File: config.mk
export PLATFORM = sky130hd
export DESIGN_NAME = led_pattern_gen
export DESIGN_NICKNAME = d
export VERILOG_FILES = /design/src/rtl/led_pattern_pkg.sv /design/src/rtl/led_pattern_channel.sv /design/src/rtl/led_pattern_gen.sv
export SDC_FILE = /design/constraint.sdc
export NUM_CORES = 1
export LEC_CHECK = 0
export ABC_CLOCK_PERIOD_IN_PS = 2100
export CORE_MARGIN = 4
export CORE_UTILIZATION = 60
export CTS_CLUSTER_SIZE = 14
export DETAILED_ROUTE_END_ITERATION = 6
export DONT_BUFFER_PORTS = 1
export HOLD_SLACK_MARGIN = 0.15
export PLACE_DENSITY = 0.85
export RECOVER_POWER = 25
export SETUP_SLACK_MARGIN = 0.4
export SYNTH_ARGS = -nofsm -noshare
export SYNTH_HDL_FRONTEND = slang
export SYNTH_SLANG_ARGS = --single-unit
File: constraint.sdc
create_clock -name CLK -period 2.1 [get_ports CLK]
set_clock_uncertainty 0.15 [all_clocks]
set_input_delay 0.315 -clock CLK [delete_from_list [all_inputs] [get_ports CLK]]
set_output_delay 0.315 -clock CLK [all_outputs]
set_load 0.1 [all_outputs]
File: src/rtl/led_pattern_pkg.sv
// ---------------------------------------------------------------------------
// led_pattern_pkg
// Shared types and constants for the LED pattern generator:
//   - led_mode_e      : per-channel mode encoding (OFF / ON / BLINK / BREATHE)
//   - breathe_state_e : direction of the breathe ramp (UP / DOWN)
//   - MODE_RESET      : mode every channel takes while reset is asserted
// Optional feature macro: LED_PATTERN_BREATHE_EN (BREATHE mode hardware).
// ---------------------------------------------------------------------------
package led_pattern_pkg;

  typedef enum logic [1:0] {
    MODE_OFF     = 2'b00,
    MODE_ON      = 2'b01,
    MODE_BLINK   = 2'b10,
    MODE_BREATHE = 2'b11
  } led_mode_e;

  typedef enum logic {
    BR_UP   = 1'b0,
    BR_DOWN = 1'b1
  } breathe_state_e;

  localparam led_mode_e MODE_RESET = MODE_OFF;

endpackage

File: src/rtl/led_pattern_channel.sv
// ---------------------------------------------------------------------------
// led_pattern_channel
// One LED channel: holds its configuration, a step divider, the blink phase
// and (when LED_PATTERN_BREATHE_EN is defined) the breathe level and its
// UP/DOWN FSM. Produces one registered LED bit.
// Ports:
//   CLK, RST_N  : system clock, asynchronous active-low reset
//   load        : one-cycle strobe, load cfg_* and restart the pattern
//   cfg_mode    : 2-bit mode (see led_mode_e)
//   cfg_div     : step period minus one, in CLK cycles
//   cfg_duty    : ON-mode brightness
//   pwm_cnt     : shared free-running PWM counter from the top
//   led         : registered LED drive
// Macro: LED_PATTERN_BREATHE_EN enables BREATHE; otherwise mode 11 is OFF.
// ---------------------------------------------------------------------------
module led_pattern_channel
  import led_pattern_pkg::*;
#(
  parameter int DIV_W = 24,
  parameter int PWM_W = 8
) (
  input  logic             CLK,
  input  logic             RST_N,
  input  logic             load,
  input  logic [1:0]       cfg_mode,
  input  logic [DIV_W-1:0] cfg_div,
  input  logic [PWM_W-1:0] cfg_duty,
  input  logic [PWM_W-1:0] pwm_cnt,
  output logic             led
);

  localparam logic [PWM_W-1:0] PWM_MAX = '1;

  led_mode_e        mode_q;
  logic [DIV_W-1:0] div_q;
  logic [DIV_W-1:0] div_cnt_q;
  logic [PWM_W-1:0] duty_q;
  logic             phase_q;
  logic             step;
  logic             led_next;

  // The divider counts 0..div_q; reaching div_q is the step, so div_q=0 steps
  // every cycle.
  assign step = (div_cnt_q == div_q);

  // Configuration registers, step divider and blink phase. A load restarts
  // the pattern from a known point instead of continuing mid-period.
  always_ff @(posedge CLK or negedge RST_N) begin
    if (!RST_N) begin
      mode_q    <= MODE_RESET;
      div_q     <= '0;
      duty_q    <= '0;
      div_cnt_q <= '0;
      phase_q   <= 1'b0;
    end else if (load) begin
      mode_q    <= led_mode_e'(cfg_mode);
      div_q     <= cfg_div;
      duty_q    <= cfg_duty;
      div_cnt_q <= '0;
      phase_q   <= 1'b0;
    end else if (step) begin
      div_cnt_q <= '0;
      phase_q   <= ~phase_q;
    end else begin
      div_cnt_q <= div_cnt_q + DIV_W'(1);
    end
  end

`ifdef LED_PATTERN_BREATHE_EN
  breathe_state_e   state_q, state_d;
  logic [PWM_W-1:0] level_q, level_d;

  // Breathe FSM state and level register.
  always_ff @(posedge CLK or negedge RST_N) begin
    if (!RST_N) begin
      state_q <= BR_UP;
      level_q <= '0;
    end else begin
      state_q <= state_d;
      level_q <= level_d;
    end
  end

  // The level moves one count per step. At either end the step only turns
  // the direction around, so the peak and the floor each last a full step
  // and the triangle spans 2^(PWM_W+1) steps.
  always_comb begin
    state_d = state_q;
    level_d = level_q;
    if (load) begin
      state_d = BR_UP;
      level_d = '0;
    end else if (step && (mode_q == MODE_BREATHE)) begin
      case (state_q)
        BR_UP: begin
          if (level_q == PWM_MAX) state_d = BR_DOWN;
          else                    level_d = level_q + PWM_W'(1);
        end
        BR_DOWN: begin
          if (level_q == '0) state_d = BR_UP;
          else               level_d = level_q - PWM_W'(1);
        end
        default: state_d = BR_UP;
      endcase
    end
  end
`endif

  // LED decode. A full-scale duty must be solid on, which the plain compare
  // against the wrapping counter cannot produce, hence the extra term.
  always_comb begin
    led_next = 1'b0;
    case (mode_q)
      MODE_ON:      led_next = (duty_q == PWM_MAX) || (pwm_cnt < duty_q);
      MODE_BLINK:   led_next = phase_q;
`ifdef LED_PATTERN_BREATHE_EN
      MODE_BREATHE: led_next = (pwm_cnt < level_q);
`else
      MODE_BREATHE: led_next = 1'b0;
`endif
      default:      led_next = 1'b0;
    endcase
  end

  // Registered output so the pin never glitches on decode changes.
  always_ff @(posedge CLK or negedge RST_N) begin
    if (!RST_N) led <= 1'b0;
    else        led <= led_next;
  end

endmodule

File: src/rtl/led_pattern_gen.sv
// ---------------------------------------------------------------------------
// led_pattern_gen
// Multi-channel LED pattern generator (OFF / dimmed ON / BLINK / BREATHE).
// Holds the shared PWM counter and the configuration handshake; each channel
// is a led_pattern_channel instance.
// Ports:
//   CLK, RST_N : system clock, asynchronous active-low reset
//   CFG_VALID  : configuration write request
//   CFG_READY  : write can be accepted (low for one cycle after each write)
//   CFG_CH     : target channel; out-of-range indices are accepted and ignored
//   CFG_MODE   : 00 OFF, 01 ON, 10 BLINK, 11 BREATHE
//   CFG_DIV    : step period minus one
//   CFG_DUTY   : ON-mode brightness
//   LED        : registered LED drive, bit i = channel i
// Macro: LED_PATTERN_BREATHE_EN enables BREATHE; otherwise mode 11 is OFF.
// ---------------------------------------------------------------------------
module led_pattern_gen
  import led_pattern_pkg::*;
#(
  parameter  int CHANNELS = 4,
  parameter  int DIV_W    = 24,
  parameter  int PWM_W    = 8,
  localparam int CH_W     = (CHANNELS > 1) ? $clog2(CHANNELS) : 1
) (
  input  logic                CLK,
  input  logic                RST_N,
  input  logic                CFG_VALID,
  output logic                CFG_READY,
  input  logic [CH_W-1:0]     CFG_CH,
  input  logic [1:0]          CFG_MODE,
  input  logic [DIV_W-1:0]    CFG_DIV,
  input  logic [PWM_W-1:0]    CFG_DUTY,
  output logic [CHANNELS-1:0] LED
);

  logic [PWM_W-1:0] pwm_cnt_q;
  logic             cfg_ready_q;
  logic             accept;

  assign accept    = CFG_VALID && cfg_ready_q;
  assign CFG_READY = cfg_ready_q;

  // Shared PWM counter; wraps naturally from all-ones to zero.
  always_ff @(posedge CLK or negedge RST_N) begin
    if (!RST_N) pwm_cnt_q <= '0;
    else        pwm_cnt_q <= pwm_cnt_q + PWM_W'(1);
  end

  // Ready drops for exactly the cycle after an accepted write, which also
  // blocks back-to-back writes from a held CFG_VALID.
  always_ff @(posedge CLK or negedge RST_N) begin
    if (!RST_N) cfg_ready_q <= 1'b1;
    else        cfg_ready_q <= !accept;
  end

  for (genvar i = 0; i < CHANNELS; i++) begin : g_ch
    logic load;

    // An index that matches no channel completes the handshake but loads
    // nothing.
    assign load = accept && (CFG_CH == CH_W'(i));

    led_pattern_channel #(
      .DIV_W(DIV_W),
      .PWM_W(PWM_W)
    ) u_channel (
      .CLK     (CLK),
      .RST_N   (RST_N),
      .load    (load),
      .cfg_mode(CFG_MODE),
      .cfg_div (CFG_DIV),
      .cfg_duty(CFG_DUTY),
      .pwm_cnt (pwm_cnt_q),
      .led     (LED[i])
    );
  end

endmodule

==> results of run 1 <==
## sequential cells by signal, indices dropped and copies added (netlist names)
register	flops
CFG_READY	1
g_ch.u_channel.div_cnt_q	96
g_ch.u_channel.div_q	96
g_ch.u_channel.duty_q	32
g_ch.u_channel.led	4
g_ch.u_channel.mode_q	8
g_ch.u_channel.phase_q	4
pwm_cnt_q	8
## placed cells by master, fill, tap and decap left out, types with 15 or more instances in the layout
master | Yosys | routed
mux2_4 | 0 | 26
xnor2_1 | 34 | 34
buf_4 | 6 | 60
nor4_1 | 29 | 17
nand3_1 | 42 | 41
dfrtp_2 | 0 | 19
inv_1 | 45 | 45
buf_6 | 0 | 15
clkbuf_16 | 0 | 32
xor2_1 | 156 | 153
ha_1 | 41 | 35
dlygate4sd3_1 | 0 | 37
mux2_2 | 127 | 101
nor2_1 | 111 | 95
nand2_1 | 42 | 36
dfrtp_1 | 248 | 229
and3_1 | 15 | 15
nand4_1 | 36 | 36
## critical path: cells and delay by family, from the launching register on
| family | cells | cell delay, ns |
|---|---|---|
| simple gates | 3 | 0.69 |
| xor+xnor | 1 | 0.19 |
| buf+inv | 1 | 0.17 |
| compound gates | 1 | 0.27 |
| flops | 1 | 0.42 |
## timing repair
action	CTS	global route
gates resized for setup	72	77
endpoints found under the hold margin	411	249
pin swaps	64	32
gates cloned	7	6
endpoints found under the setup margin	158	236
setup buffers	39	18
## path summary, 6_finish.rpt
| path | end | depth (start not counted) |
|---|---|---|
| setup / recovery | g_ch[0].u_channel.div_cnt_q[16] | 6 |
| hold reg to reg | g_ch[3].u_channel.duty_q[4] | 1 |
| setup reg to reg | g_ch[0].u_channel.div_cnt_q[16] | 6 |
| min in group CLK | g_ch[3].u_channel.phase_q | 3 |
| max in group asynchronous | g_ch[2].u_channel.div_cnt_q[4] | 0 |
| hold / removal | g_ch[2].u_channel.duty_q[2] | 0 |
## cell type report
type | instances | area (um2)
diodes | 4 | 10.0
clock buffers | 37 | 773
clock inverters | 8 | 105
fillers | 1069 | 4590
inverters | 45 | 169
multi-input cells | 735 | 6020
flip-flops and latches | 249 | 6260
well taps | 265 | 332
repair buffers | 133 | 1460
## metal layers
layer	vias to the layer above	GRT usage [%]	routed length, um
met4	0	13.4	1750
met1	4587	35.0	12900
met2	419	50.3	17400
met3	124	4.33	2480
met5	-	0	0
li1	3916	-	-
## power by group
part	internal, mW	switching, mW	total (mW)
logic	1.48	1.47	2.95
clock network	2.81	1.93	4.74
registers	5.62	0.797	6.41
total	9.90	4.20	14.1
## logic make-up (layout without fill, tap and decap cells)
logic type               Yosys count  in the layout  share of synthesized area [%]
adder cells (fa/ha/maj)           41             41                           4.22
multiplexers                     127            127                           11.8
flip-flops                       249            249                           51.3
AO/OA/AOI/OAI                     57             57                           2.88
other                              0              4                              0
XOR/XNOR                         190            190                           13.7
AND/OR/NAND/NOR                  320            320                           13.4
buffers and inverters             77            223                           2.75
## metrics by stage
stage | hold WS [ns] | TNS, ns | std cells | instance area (um2) | utilization (%)
after floorplan | -0.131 | 0 | 1061 | 12300 | -
after global placement | -0.114 | 0 | 1320 | 12600 | 63.8
final | -0.659 | 0 | 1476 | 15100 | 76.7
after CTS | -0.673 | 0 | 1448 | 14500 | 73.8
after global routing | -0.677 | 0 | 1476 | 15100 | 76.7
after detailed placement | -0.115 | -0.0325 | 1320 | 12600 | 63.8
==> flow_summary.toml, run 1 <==
[outcome]
status = "complete, but fails checks"
violations = "negative hold slack"

[synthesis]
synth_edf_count = 0
synth_area_um2 = 12200
synth_cells = 1061
syn_avg_cell_area_um2 = 11.5
seq_area_frac_synth_pct = 51.3
synth_cell_types = 32
synth_flop_cell = "dfrtp_1"
ys_ff_latch = 249
synth_top_cell_area_share_pct = 51.1
yosysMostFrequentCell = "dfrtp_1"
synth_nets = 1141
synth_top_cells_by_area = "dfrtp_1 51%, mux2_2 12%, xor2_1 11%"
yosysTopAreaCell = "dfrtp_1"
yosysWarningCount = 0
ys_top_cells_by_count = "248 x dfrtp_1, 156 x xor2_1, 127 x mux2_2"
async_flop_share_pct = 100

[critical_path]
r2r_slack_ns = 0.08
endpoint_kind = "flop"
critPathKind = "reg -> reg"
crit_path_cell_trace = "xor2_1 > nor4_1 > nand4_1 > o21bai_4 > buf_6 > nor2_1"
slowest_delay_ns = 0.42
cpMaxStageDelayCell = "dfrtp_1"
path_max_fanout = 8
cp-startpoint = "g_ch[0].u_channel.div_cnt_q[6]"
cp-start-kind = "flop"
timing.rr.start = "g_ch[0].u_channel.div_cnt_q[6]"
cp.required_ns = 2.37
cp.arrival_ns = 2.29

[drt]
drtAntennaViolNets = 0
via_per_inst = 6.13
drt-initial-drc-count = 616
vias = 9046
drcViolationCount = 0
routed_wl_mm = 34.4
dr.pass1.iters = 5
avgRoutedWirePerCell_um = 23.3

[cts]
clock_path_buffers = 3
cts_max_level = 1
hold_buffers = 37
tritoncts = "yes"
cts_made_buffers = 27
cts_num_sinks = 249
cts_root_buf = "clkbuf_16"
worstSkewPairLatency_ns = 0.54
clk_pin_slew_ns = 0.06

[cells_and_area]
fin_nets = 1271
drive_above_1_share_pct = 28.7
areaGrowthSynthToFinish_pct = 24.4

[timing]
drv_slew = 0
fin_ws_ns = 0.0807
max_clock_freq_mhz = 495
period_share_pct = 96.2
worst_pin_slew_ns = 0.458
setup_violations = 0
holdWs_ns = -0.659
hold_violations = 249
rsz0062_at_grt = "yes"
slew_headroom_pct = 69.4
period_needed_ns = 2.02

[global_route]
overflow = 0
antenna_found_initial = 4
grt_util_all_layers_pct = 28.7
grt_pass1_vias = 9236
grt_max_degree = 250
grt_first_pass_wirelength_mm = 50.0

[power_and_ir_drop]
peakVddDrop_v = 0.000887
p_leak_nw = 7.01
finalPower_mw = 14.1
powerDensity_nw_per_um2 = 932

[floorplanning]
die_h_um = 150
core_um2 = 19700
fp.dieW_um = 150
io_pins = 44
start_util_pct = 61.6
die-area_um2 = 22600
rows = 51

[placement]
portBuffers = 0
routabilityCongestion = 0.857
place_ws_ns = -0.0105
dp_hpwl_mm = 18.0

[flow_run]
drv_cap = 0

[min_path]
min_path_type = "in -> async"
Note: power is estimated with default switching activity, not from simulation.
==> run 2: changes to the inputs <==
--- a/config.mk
+++ b/config.mk
@@ -12,9 +12,10 @@
 export DETAILED_ROUTE_END_ITERATION = 6
 export DONT_BUFFER_PORTS = 1
 export HOLD_SLACK_MARGIN = 0.15
-export PLACE_DENSITY = 0.85
+export PLACE_DENSITY = 0.88
 export RECOVER_POWER = 25
 export SETUP_SLACK_MARGIN = 0.4
 export SYNTH_ARGS = -nofsm -noshare
 export SYNTH_HDL_FRONTEND = slang
+export SYNTH_HIERARCHICAL = 1
 export SYNTH_SLANG_ARGS = --single-unit
==> run 2 against run 1 <==
The flow finishes with violations (negative hold slack, negative setup slack). Register-to-register slack lost 0.66 ns. Via count grew 22%. Sequential share of layout area shrank 4.8 points. Combinational power grew 43%. Final cell count grew 9.1%. Die area grew 1.2%. Final area grew 13%. Power grew 9.9%. Global-route usage grew 6.6 points. Maximum frequency shrank 25%. Largest cell class is now multi-input combinational cells. Highest routed layer is now met5.
==> flow_summary.toml, run 2 <==
[outcome]
status = "complete, but fails checks"
violations = "negative hold slack, negative setup slack"

[power_and_ir_drop]
powerDensity_nw_per_um2 = 907
switchingPower_mw = 5.21
p_sw_share_pct = 33.6
pwr-share-clk_pct = 31.0
peakVddDrop_v = 0.000936
power_frac_seq_pct = 41.8
combinationalPowerShare_pct = 27.2
p_int_mw = 10.3
p_leak_nw = 7.80

[cts]
hold_buffers = 38
clock_path_buffers = 3
tritoncts = "yes"
cts_num_sinks = 249
cts_root_buf = "clkbuf_16"
cts_made_buffers = 25
cts_max_level = 1
clk_pin_slew_ns = 0.07
worstSkewPairLatency_ns = 0.56

[cells_and_area]
fin_nets = 1398
multi_input_area_um2 = 6970
fillerInstances = 825
register_area_um2 = 6250
final_common_cell = "dfrtp_1"
top_regs = "g_ch.u_channel/div_cnt_q (96), g_ch.u_channel/div_q (96), g_ch.u_channel/duty_q (32)"
areaGrowthSynthToFinish_pct = 38.9
mostFrequentLayoutCells = "240 x dfrtp_1, 130 x xor2_1, 103 x mux2_4"
drive_above_1_share_pct = 37.9

[synthesis]
muxShareOfSynthArea_pct = 9.52
synth_edf_count = 0
yosysMostFrequentCell = "dfrtp_1"
ys_top_cells_by_count = "248 x dfrtp_1, 135 x xor2_1, 119 x nor2_1"
synth_cells = 1116
ys_ff_latch = 249
seq_area_frac_synth_pct = 50.7
synth_cell_types = 29
yosysTopAreaCell = "dfrtp_1"
synth_top_family_by_area = "simple AND/OR/NAND/NOR gates"
synth-simple-area-share_pct = 14.6
yosys.area_share.xor_xnor_pct = 13.5
synth-compound-area-share_pct = 4.15
synth_top_cells_by_area = "dfrtp_1 50%, xor2_1 9.6%, mux2_2 9.5%"
synth-adder-area-share_pct = 4.17
synth_area_um2 = 12300
syn_avg_cell_area_um2 = 11.0
yosysWarningCount = 6
synth_nets = 1196
synth_flop_cell = "dfrtp_1"
synth_top_cell_area_share_pct = 50.4
async_flop_share_pct = 100

[placement]
dp_hpwl_mm = 20.1
routabilityCongestion = 0.877
portBuffers = 0

[drt]
dr.pass1.iters = 5
drtAntennaViolNets = 0
drcViolationCount = 0
drt-initial-drc-count = 1181
via_per_inst = 6.84
avgRoutedWirePerCell_um = 31.3
vias = 11000
routed_wl_mm = 50.4

[critical_path]
crit_path_cell_trace = "xor2_1 > nor4_2 > nand4_1 > buf_4 > o41ai_4 > buf_4 > buf_8 > nor2_1"
cp_common_cell = "buf_4"
cp.required_ns = 2.37
cp_num_buf_inv = 3
endpoint_kind = "flop"
cp.arrival_ns = 2.95
crit_family = "simple AND/OR/NAND/NOR gates"
r2r_slack_ns = -0.58
cp-start-kind = "flop"
path_max_fanout = 6
slowest_delay_ns = 0.51
critPathKind = "reg -> reg"
cpMaxStageDelayCell = "nor4_2"

[flow_run]
drv_cap = 0

[timing]
worst_pin_slew_ns = 0.657
fin_ws_ns = -0.578
max_clock_freq_mhz = 373
rsz0062_at_grt = "yes"
setup_tns_ns = -25.44
hold_violations = 249
period_needed_ns = 2.68
slew_headroom_pct = 55.9
period_share_pct = 128
holdWs_ns = -0.670
setup_violations = 99
drv_slew = 0

[global_route]
overflow = 0
grt_first_pass_wirelength_mm = 61.0
grt_max_degree = 250
grt_util_all_layers_pct = 35.4
antenna_found_initial = 6
grt_pass1_vias = 10700

[floorplanning]
rows = 52
start_util_pct = 60.8
core_um2 = 20200
die-area_um2 = 22900
io_pins = 44
fp.dieW_um = 151
die_h_um = 151

[min_path]
min_path_type = "in -> async"
-- run 2: path summary, 6_finish.rpt --
kind / startpoint / to / cells past startpoint
max in group asynchronous: RST_N / g_ch[2].u_channel/div_cnt_q[6] / 0
max reg2reg: g_ch[1].u_channel/div_cnt_q[10] / g_ch[1].u_channel/div_cnt_q[22] / 8
max: g_ch[1].u_channel/div_cnt_q[10] / g_ch[1].u_channel/div_cnt_q[22] / 8
min: RST_N / g_ch[0].u_channel/duty_q[5] / 0
min in group CLK: CFG_CH[1] / g_ch[1].u_channel/div_q[15] / 5
min reg2reg: g_ch[1].u_channel/div_q[0] / g_ch[1].u_channel/div_q[0] / 1
-- run 2: power by group through the flow --
stage / Clock (mW) / Combinational (mW) / Sequential [mW]
global route: 4.98 / 4.37 / 6.49
CTS: 4.64 / 3.07 / 6.27
global placement: 0 / 2.37 / 6.28
floorplan: 0 / 1.75 / 6.31
detailed placement: 0 / 2.52 / 6.33
finish: 4.80 / 4.22 / 6.48
-- run 2: layer usage --
metal | vias to the layer above | global-route usage [%] | wire (um)
li1 | 4223 | - | -
met1 | 5320 | 39.7 | 15700
met2 | 1021 | 59.8 | 23900
met3 | 457 | 9.78 | 5520
met4 | 4 | 21.7 | 5340
met5 | - | 0 | 26
-- run 2: area by class of cell --
type	instances	area share [%]
Antenna cell	5	0.0732
Clock buffer	36	4.37
Sequential cell	249	36.6
Timing Repair Buffer	207	14.5
Clock inverter	9	0.608
Inverter	54	1.19
Multi-Input combinational cell	781	40.8
Tap cell	270	1.98
-- run 2: kinds of logic after synthesis --
| group | Yosys count |
|---|---|
| XOR/XNOR | 190 |
| flip-flops | 249 |
| AND/OR/NAND/NOR | 370 |
| adder cells (fa/ha/maj) | 41 |
| AO/OA/AOI/OAI | 76 |
| buffers and inverters | 86 |
| multiplexers | 104 |
-- run 2: worst reg2reg max path, cell delays in order (launching register included) --
cell	delay (ns)
dfrtp_1	0.46
xor2_1	0.25
nor4_2	0.51
nand4_1	0.24
buf_4	0.20
o41ai_4	0.33
buf_4	0.19
buf_8	0.14
nor2_1	0.07
-- run 2: repair_timing --
item / 4_1_cts / 5_1_grt
pin swaps: 20 / 36
setup endpoints to repair: 200 / 229
buffers inserted: 34 / 41
hold endpoints to repair: 387 / 249
cloned: 12 / 11
resized for setup: 118 / 326
-- run 2: stage by stage --
stage / util (%) / instances / worst slack, ns / total power, mW / area (um2)
finish: 84.4 / 1611 / -0.578 / 15.5 / 17100
global route: 84.4 / 1609 / -0.636 / 15.8 / 17100
CTS: 76.3 / 1554 / 0.0274 / 14.0 / 15400
detailed placement: 64.9 / 1425 / -0.0251 / 8.86 / 13100
global placement: 64.9 / 1425 / 0.0180 / 8.66 / 13100
floorplan: - / 1116 / 0.176 / 8.05 / 12500
